--- config.mk ---
export PLATFORM = sky130hd
export DESIGN_NAME = bcd_display_scan
export DESIGN_NICKNAME = d
export VERILOG_FILES = /design/src/rtl/bcd_display_scan_pkg.sv /design/src/rtl/bcd_display_scan_bcd_to_seg7.sv /design/src/rtl/bcd_display_scan.sv
export SDC_FILE = /design/constraint.sdc
export NUM_CORES = 1
export LEC_CHECK = 0
export CAP_MARGIN = 20
export CORE_ASPECT_RATIO = 0.7
export CORE_UTILIZATION = 53
export DETAILED_ROUTE_END_ITERATION = 16
export GPL_TIMING_DRIVEN = 0
export PLACE_DENSITY_LB_ADDON = 0.3
export REMOVE_ABC_BUFFERS = 1
export SYNTH_ARGS = -nofsm -noshare
export SYNTH_HDL_FRONTEND = slang
export SYNTH_SLANG_ARGS = --single-unit
--- constraint.sdc ---
create_clock -name Clock -period 3.15 [get_ports Clock]
set_clock_uncertainty 0.1 [all_clocks]
set_input_delay 0.945 -clock Clock [delete_from_list [all_inputs] [get_ports Clock]]
set_output_delay 0.945 -clock Clock [all_outputs]
set_load 0.01 [all_outputs]
--- src/rtl/bcd_display_scan_pkg.sv ---
// Shared types and segment constants for the multiplexed BCD display scanner.
// Segment bit order is gfedcba, active-high.
package bcd_display_scan_pkg;

   typedef enum logic [1:0] {
      IDLE = 2'd0,
      DIG0 = 2'd1,
      DIG1 = 2'd2,
      DIG2 = 2'd3
   } scan_state_t;

   localparam logic [6:0] SEG_0    = 7'h3F;
   localparam logic [6:0] SEG_1    = 7'h06;
   localparam logic [6:0] SEG_2    = 7'h5B;
   localparam logic [6:0] SEG_3    = 7'h4F;
   localparam logic [6:0] SEG_4    = 7'h66;
   localparam logic [6:0] SEG_5    = 7'h6D;
   localparam logic [6:0] SEG_6    = 7'h7D;
   localparam logic [6:0] SEG_7    = 7'h07;
   localparam logic [6:0] SEG_8    = 7'h7F;
   localparam logic [6:0] SEG_9    = 7'h6F;
   localparam logic [6:0] SEG_DASH = 7'h40;
   localparam logic [6:0] SEG_OFF  = 7'h00;

   function automatic logic [2:0] anode_of(input scan_state_t s);
      logic [2:0] a;
      a = 3'b000;
      case (s)
         DIG0:    a = 3'b001;
         DIG1:    a = 3'b010;
         DIG2:    a = 3'b100;
         default: a = 3'b000;
      endcase
      return a;
   endfunction

endpackage

--- src/rtl/bcd_display_scan_bcd_to_seg7.sv ---
// Combinational BCD to 7-segment decoder (gfedcba, active-high).
// Non-BCD codes render as a dash so corrupt digits are visible on the panel.
module bcd_to_seg7
   import bcd_display_scan_pkg::*;
(
   input  logic [3:0] digit,
   output logic [6:0] seg
);

   always_comb begin
      seg = SEG_DASH;
      case (digit)
         4'd0:    seg = SEG_0;
         4'd1:    seg = SEG_1;
         4'd2:    seg = SEG_2;
         4'd3:    seg = SEG_3;
         4'd4:    seg = SEG_4;
         4'd5:    seg = SEG_5;
         4'd6:    seg = SEG_6;
         4'd7:    seg = SEG_7;
         4'd8:    seg = SEG_8;
         4'd9:    seg = SEG_9;
         default: seg = SEG_DASH;
      endcase
   end

endmodule

--- src/rtl/bcd_display_scan.sv ---
// Time-multiplexed 3-digit 7-segment scanner with frame-coherent digit snapshot.
// Optional LEADING_ZERO_BLANK_EN blanks leading zeros in the hundreds/tens slots.
//
// state | meaning
// IDLE  | display blanked, waiting for the first prescaler tick
// DIG0  | units slot driven (An bit0); entered with a fresh snapshot
// DIG1  | tens slot driven (An bit1)
// DIG2  | hundreds slot driven (An bit2); next tick wraps and re-captures
module bcd_display_scan
   import bcd_display_scan_pkg::*;
#(
   parameter int SCAN_DIV   = 1000,
   parameter bit ACTIVE_LOW = 1'b0
)(
   input  logic       Clock,
   input  logic       nReset,
   input  logic       Enable,
   input  logic [3:0] Di1,
   input  logic [3:0] Di10,
   input  logic [3:0] Di100,
   output logic [6:0] Seg,
   output logic [2:0] An,
   output logic       FrameStart
);

   localparam int            PW      = (SCAN_DIV > 2) ? $clog2(SCAN_DIV) : 1;
   localparam logic [PW-1:0] PS_LAST = PW'(SCAN_DIV - 1);
   localparam logic [6:0]    SEG_POL = ACTIVE_LOW ? 7'h7F : 7'h00;
   localparam logic [2:0]    AN_POL  = ACTIVE_LOW ? 3'h7 : 3'h0;

   logic [PW-1:0] prescaler;
   logic          tick;
   scan_state_t   state, state_nxt;
   logic [3:0]    snap_1, snap_10, snap_100;
   logic          capture;
   logic [3:0]    src_1, src_10, src_100;
   logic [3:0]    dig_sel;
   logic [6:0]    seg_dec;
   logic          blank;
   logic [6:0]    seg_nxt;
   logic [2:0]    an_nxt;
   logic          fs_nxt;

   assign tick = Enable && (prescaler == PS_LAST);

   always_ff @(posedge Clock or negedge nReset) begin
      if (!nReset) begin
         prescaler <= '0;
      end else if (!Enable || tick) begin
         prescaler <= '0;
      end else begin
         prescaler <= prescaler + PW'(1);
      end
   end

   always_ff @(posedge Clock or negedge nReset) begin
      if (!nReset) begin
         state <= IDLE;
      end else begin
         state <= state_nxt;
      end
   end

   always_comb begin
      state_nxt = state;
      if (!Enable) begin
         state_nxt = IDLE;
      end else if (tick) begin
         case (state)
            IDLE:    state_nxt = DIG0;
            DIG0:    state_nxt = DIG1;
            DIG1:    state_nxt = DIG2;
            DIG2:    state_nxt = DIG0;
            default: state_nxt = IDLE;
         endcase
      end
   end

   // Capture happens on every edge that lands in DIG0, so a frame is never torn.
   assign capture = tick && ((state == IDLE) || (state == DIG2));

   always_ff @(posedge Clock or negedge nReset) begin
      if (!nReset) begin
         snap_1   <= 4'd0;
         snap_10  <= 4'd0;
         snap_100 <= 4'd0;
      end else if (capture) begin
         snap_1   <= Di1;
         snap_10  <= Di10;
         snap_100 <= Di100;
      end
   end

   // On capture edges the register is not loaded yet, so decode straight from the inputs.
   assign src_1   = capture ? Di1   : snap_1;
   assign src_10  = capture ? Di10  : snap_10;
   assign src_100 = capture ? Di100 : snap_100;

   always_comb begin
      dig_sel = src_1;
      case (state_nxt)
         DIG1:    dig_sel = src_10;
         DIG2:    dig_sel = src_100;
         default: dig_sel = src_1;
      endcase
   end

   bcd_to_seg7 u_dec (
      .digit (dig_sel),
      .seg   (seg_dec)
   );

`ifdef LEADING_ZERO_BLANK_EN
   assign blank = ((state_nxt == DIG2) && (src_100 == 4'd0)) ||
                  ((state_nxt == DIG1) && (src_100 == 4'd0) && (src_10 == 4'd0));
`else
   assign blank = 1'b0;
`endif

   always_comb begin
      an_nxt  = anode_of(state_nxt);
      seg_nxt = seg_dec;
      if ((state_nxt == IDLE) || blank) begin
         seg_nxt = SEG_OFF;
      end
      fs_nxt = tick && (state == DIG2);
   end

   always_ff @(posedge Clock or negedge nReset) begin
      if (!nReset) begin
         Seg        <= SEG_OFF ^ SEG_POL;
         An         <= 3'b000 ^ AN_POL;
         FrameStart <= 1'b0;
      end else begin
         Seg        <= seg_nxt ^ SEG_POL;
         An         <= an_nxt ^ AN_POL;
         FrameStart <= fs_nxt;
      end
   end

endmodule

==> results.txt, run 1 <==
The total number of yosys warnings came out at 0. The starting density of the core came out at 56.5%. The detailed-routing iteration count for the pre-antenna-repair pass is 4. The overall track demand over capacity in global routing is 22.9%. The floorplan step defined a die boundary enclosing 3640 sq um. The mean routed wirelength per cell came out at around 16 um.

Setup slack on the worst reg-to-reg path comes out at 0.28 ns. The worst-skew pair later-pin latency came out at 0.29 ns. In this run the power density over the cells is approximately 370 nW/um^2. The utilization after layout came out at 69.0%.

After detailed placement, the total cell area comes to roughly 2100 sq um. The flow ran to the end, and the final reports show no timing, DRC or antenna violations. The type of the worst min-delay path is flop to flop. The floorplan has 17 rows. Hold timing on the final database bottoms out at a slack of 0.386 ns. The overall via count from detail_route is 1,302. The worst setup path is captured at a flop. In this run, post-CTS hold repair placed 0 buffers. Dividing the detail-routed via count by the number of cells gives around 5.5. The number of synthesized register bits came out at 35. The maximum level of the CTS H-tree came out at 2. The first global-routing pass estimated 5.99 mm of wire. The leakage power of the design is roughly 1.2 nW. After technology mapping, the gate count stands at 165. Adding up every negative setup slack in the final design gives 0 ns. The worst setup path is of the primary input to flop kind. The synthesized design spends more area on one cell type than any other, namely dfrtp_1. The area growth from synthesis to final layout came out at 22.1%. The routed wire length is 3.78 mm. The share of the synthesized area in the top cell type is 48.6%. The clock tree buffer depth came out at 2.

The total count of hold-check failures in the final report came to 0. The synthesized area divided by synthesized cell count came out at ~11 sq um. Entering global routing, the biggest net connects 36 pins. The initial antenna violation count is 0. STA puts the critical path data required time at 3.26 ns. The die is 50.8 um tall. The final antenna diode count is 0. The relative max-transition margin is between 40 and 50%.

Clock tree synthesis selected as its root buffer the cell clkbuf_8. The residual antenna-violating net count after detailed routing came out at 0. The distinct cell type count of the synthesized netlist is 39. The last weighted congestion value of the routability-driven placer came out at 0.853.

The total count of max-transition violations in the final report is 0. The detailed-placement wirelength estimate came out at 2.65 mm. The boundary pin count is 26. After synthesis, the cell types taking the most area are dfrtp_1 (49%), mux2i_1 (5.6%), ha_1 (4.9%).

The number of global-route vias before repair is 1,330. The startpoint identified for the worst register-to-register timing path is prescaler[0]. The number of failing setup endpoints in the final timing report is 0. The startpoint kind of the worst setup timing path is a primary input. The share of cells above drive strength 1 is 15.6%. The starting DRC count in detailed routing came out at 85.

The share of async-settable or async-resettable flops after synthesis is 100%. The sequential share of the synthesized area came out at 48.6%. The clock-pin slew on the worst setup and hold paths is around 0.07 ns.

The core region is 3190 sq um. The number of buffers inserted during clock tree synthesis came out at 5. Dividing the final minimum period by the clock period gives between 90% and 100%. The path with the worst hold slack has its endpoint at snap_1[1]. The post-layout net count came out at 220.

For this run, design rule violations remaining after detail routing come to 0. Among all flip-flop cells after synthesis, the most frequent one is dfrtp_1. The number of sinks handled by clock tree synthesis is 35.

The total chip power came out at 809 uW. The total congestion overflow after global routing came out at 0. The data arrival time of the critical path came out at 3.10 ns. The netlist area before placement is 1800 sq um.

Setup repair after global routing left no endpoint under its margin. In this run the critical register-to-register path is captured at Seg[3]. In the synthesized netlist, the cells that appear most often are dfrtp_1 (35), inv_1 (20), nor2_1 (18). The transition time at the pin with the least slew margin came out at 0.772 ns. The length in cells of the worst reg-to-reg path came out at 12. VDD sags by at most ~0.23 mV. Among all cell types in the netlist, the one instantiated most often is dfrtp_1. The number of enable flip-flop cells after synthesis is 0. TritonCTS built the clock tree. The clock period could shrink to 2.99 ns.

The die width is 71.7 um. The finished cells cover 2200 sq um. The hold path depth came out at 2.

In this run the most critical hold path is launched from snap_1[1]. The number of port buffers is 25. The tool flagged a number of max-cap violations equal to 0. Static timing analysis puts the maximum clock frequency at 0.334 GHz. Of all nets on the critical path, the largest fanout is 7.
[layout by cell type (no fill, tap or decap), types with 2 or more instances in the layout]
| cell type | count |
|---|---|
| xnor2_1 | 4 |
| a31oi_1 | 2 |
| ha_1 | 7 |
| xor2_1 | 4 |
| buf_4 | 4 |
| dfrtp_1 | 35 |
| inv_1 | 20 |
| a21oi_1 | 4 |
| o21ai_1 | 2 |
| mux2i_4 | 2 |
| mux2i_2 | 4 |
| o21ai_0 | 2 |
| o22ai_1 | 4 |
| clkbuf_1 | 2 |
| mux2_4 | 4 |
| nand2_1 | 9 |
| and3_1 | 7 |
| nand3_1 | 5 |
| nor2_1 | 18 |
| nor3_1 | 2 |
| clkdlybuf4s50_1 | 23 |
| and2_1 | 2 |
| clkbuf_8 | 5 |
| mux2i_1 | 8 |
[layout make-up]
| cell class | count | area, sq um |
|---|---|---|
| Fill cell | 226 | 988 |
| Sequential cell | 35 | 876 |
| Multi-Input combinational cell | 106 | 845 |
| Timing Repair Buffer | 29 | 274 |
| Inverter | 21 | 78.8 |
| Clock buffer | 7 | 76.3 |
| Tap cell | 38 | 47.5 |
| Clock inverter | 1 | 5.00 |
[per-stage QoR]
| stage | std cells | setup slack [ns] |
|---|---|---|
| after global routing | 237 | 0.0234 |
| after floorplan | 162 | 0.147 |
| after CTS | 237 | 0.195 |
| final | 237 | 0.158 |
| after detailed placement | 225 | -0.854 |
| after global placement | 225 | -0.791 |
[worst max-delay path, stage by stage]
cell	delay [ns]
dlygate4sd2_1	0.32
and2_1	0.21
nand4_4	0.15
buf_4	0.20
mux2_4	0.30
nand2b_1	0.16
o21ai_1	0.17
inv_1	0.12
ha_1	0.22
inv_1	0.08
a211oi_2	0.07
o22ai_1	0.15
[sequential cells by signal, indices dropped and copies added, names as in the netlist]
signal      flops
An              3
FrameStart      1
Seg             7
prescaler      10
snap_1          4
snap_10         4
snap_100        4
state           2
[metal layers]
metal	up-vias	wire length [um]	global-route usage, %
met5	-	0	0
met3	10	158	6.02
met4	0	94	13.4
li1	622	-	-
met2	27	1760	36.3
met1	643	1770	28.3
[power by group]
group	total, mW	internal (mW)	switching [mW]
Combinational	0.0356	0.0181	0.0174
Sequential	0.456	0.452	0.00356
Clock	0.317	0.155	0.162
Total	0.809	0.626	0.183
[timing repair]
action | CTS | global route
buffers inserted | 4 | 0
setup endpoints to repair | 7 | 0
resized for setup | 6 | 0
[worst max path at each step]
| stage | start | to | slack, ns | cells after the start |
|---|---|---|---|---|
| after detailed placement | Enable | Seg[0] | -0.85 | 12 |
| after global placement | Enable | Seg[4] | -0.79 | 11 |
| after floorplan | Enable | Seg[4] | 0.15 | 10 |
| after CTS | Enable | Seg[4] | 0.19 | 11 |
| final | Enable | Seg[3] | 0.16 | 12 |
| after global routing | Enable | Seg[0] | 0.02 | 12 |
[cell families after synthesis]
kind of cell	count (synthesis)	synth area share, %
multiplexers	19	13.5
buffers and inverters	24	5.48
flip-flops	35	48.6
AND/OR/NAND/NOR	52	16.0
AO/OA/AOI/OAI	20	7.63
XOR/XNOR	8	3.89
adder cells (fa/ha/maj)	7	4.86
(Power assumes the default switching activity.)
==> inputs of run 2 (changes only) <==
Settings changed: CAP_MARGIN 20 to 25.
==> results of run 2 <==
Same layout as run 1: the final DEF is identical, and so are final timing and power.
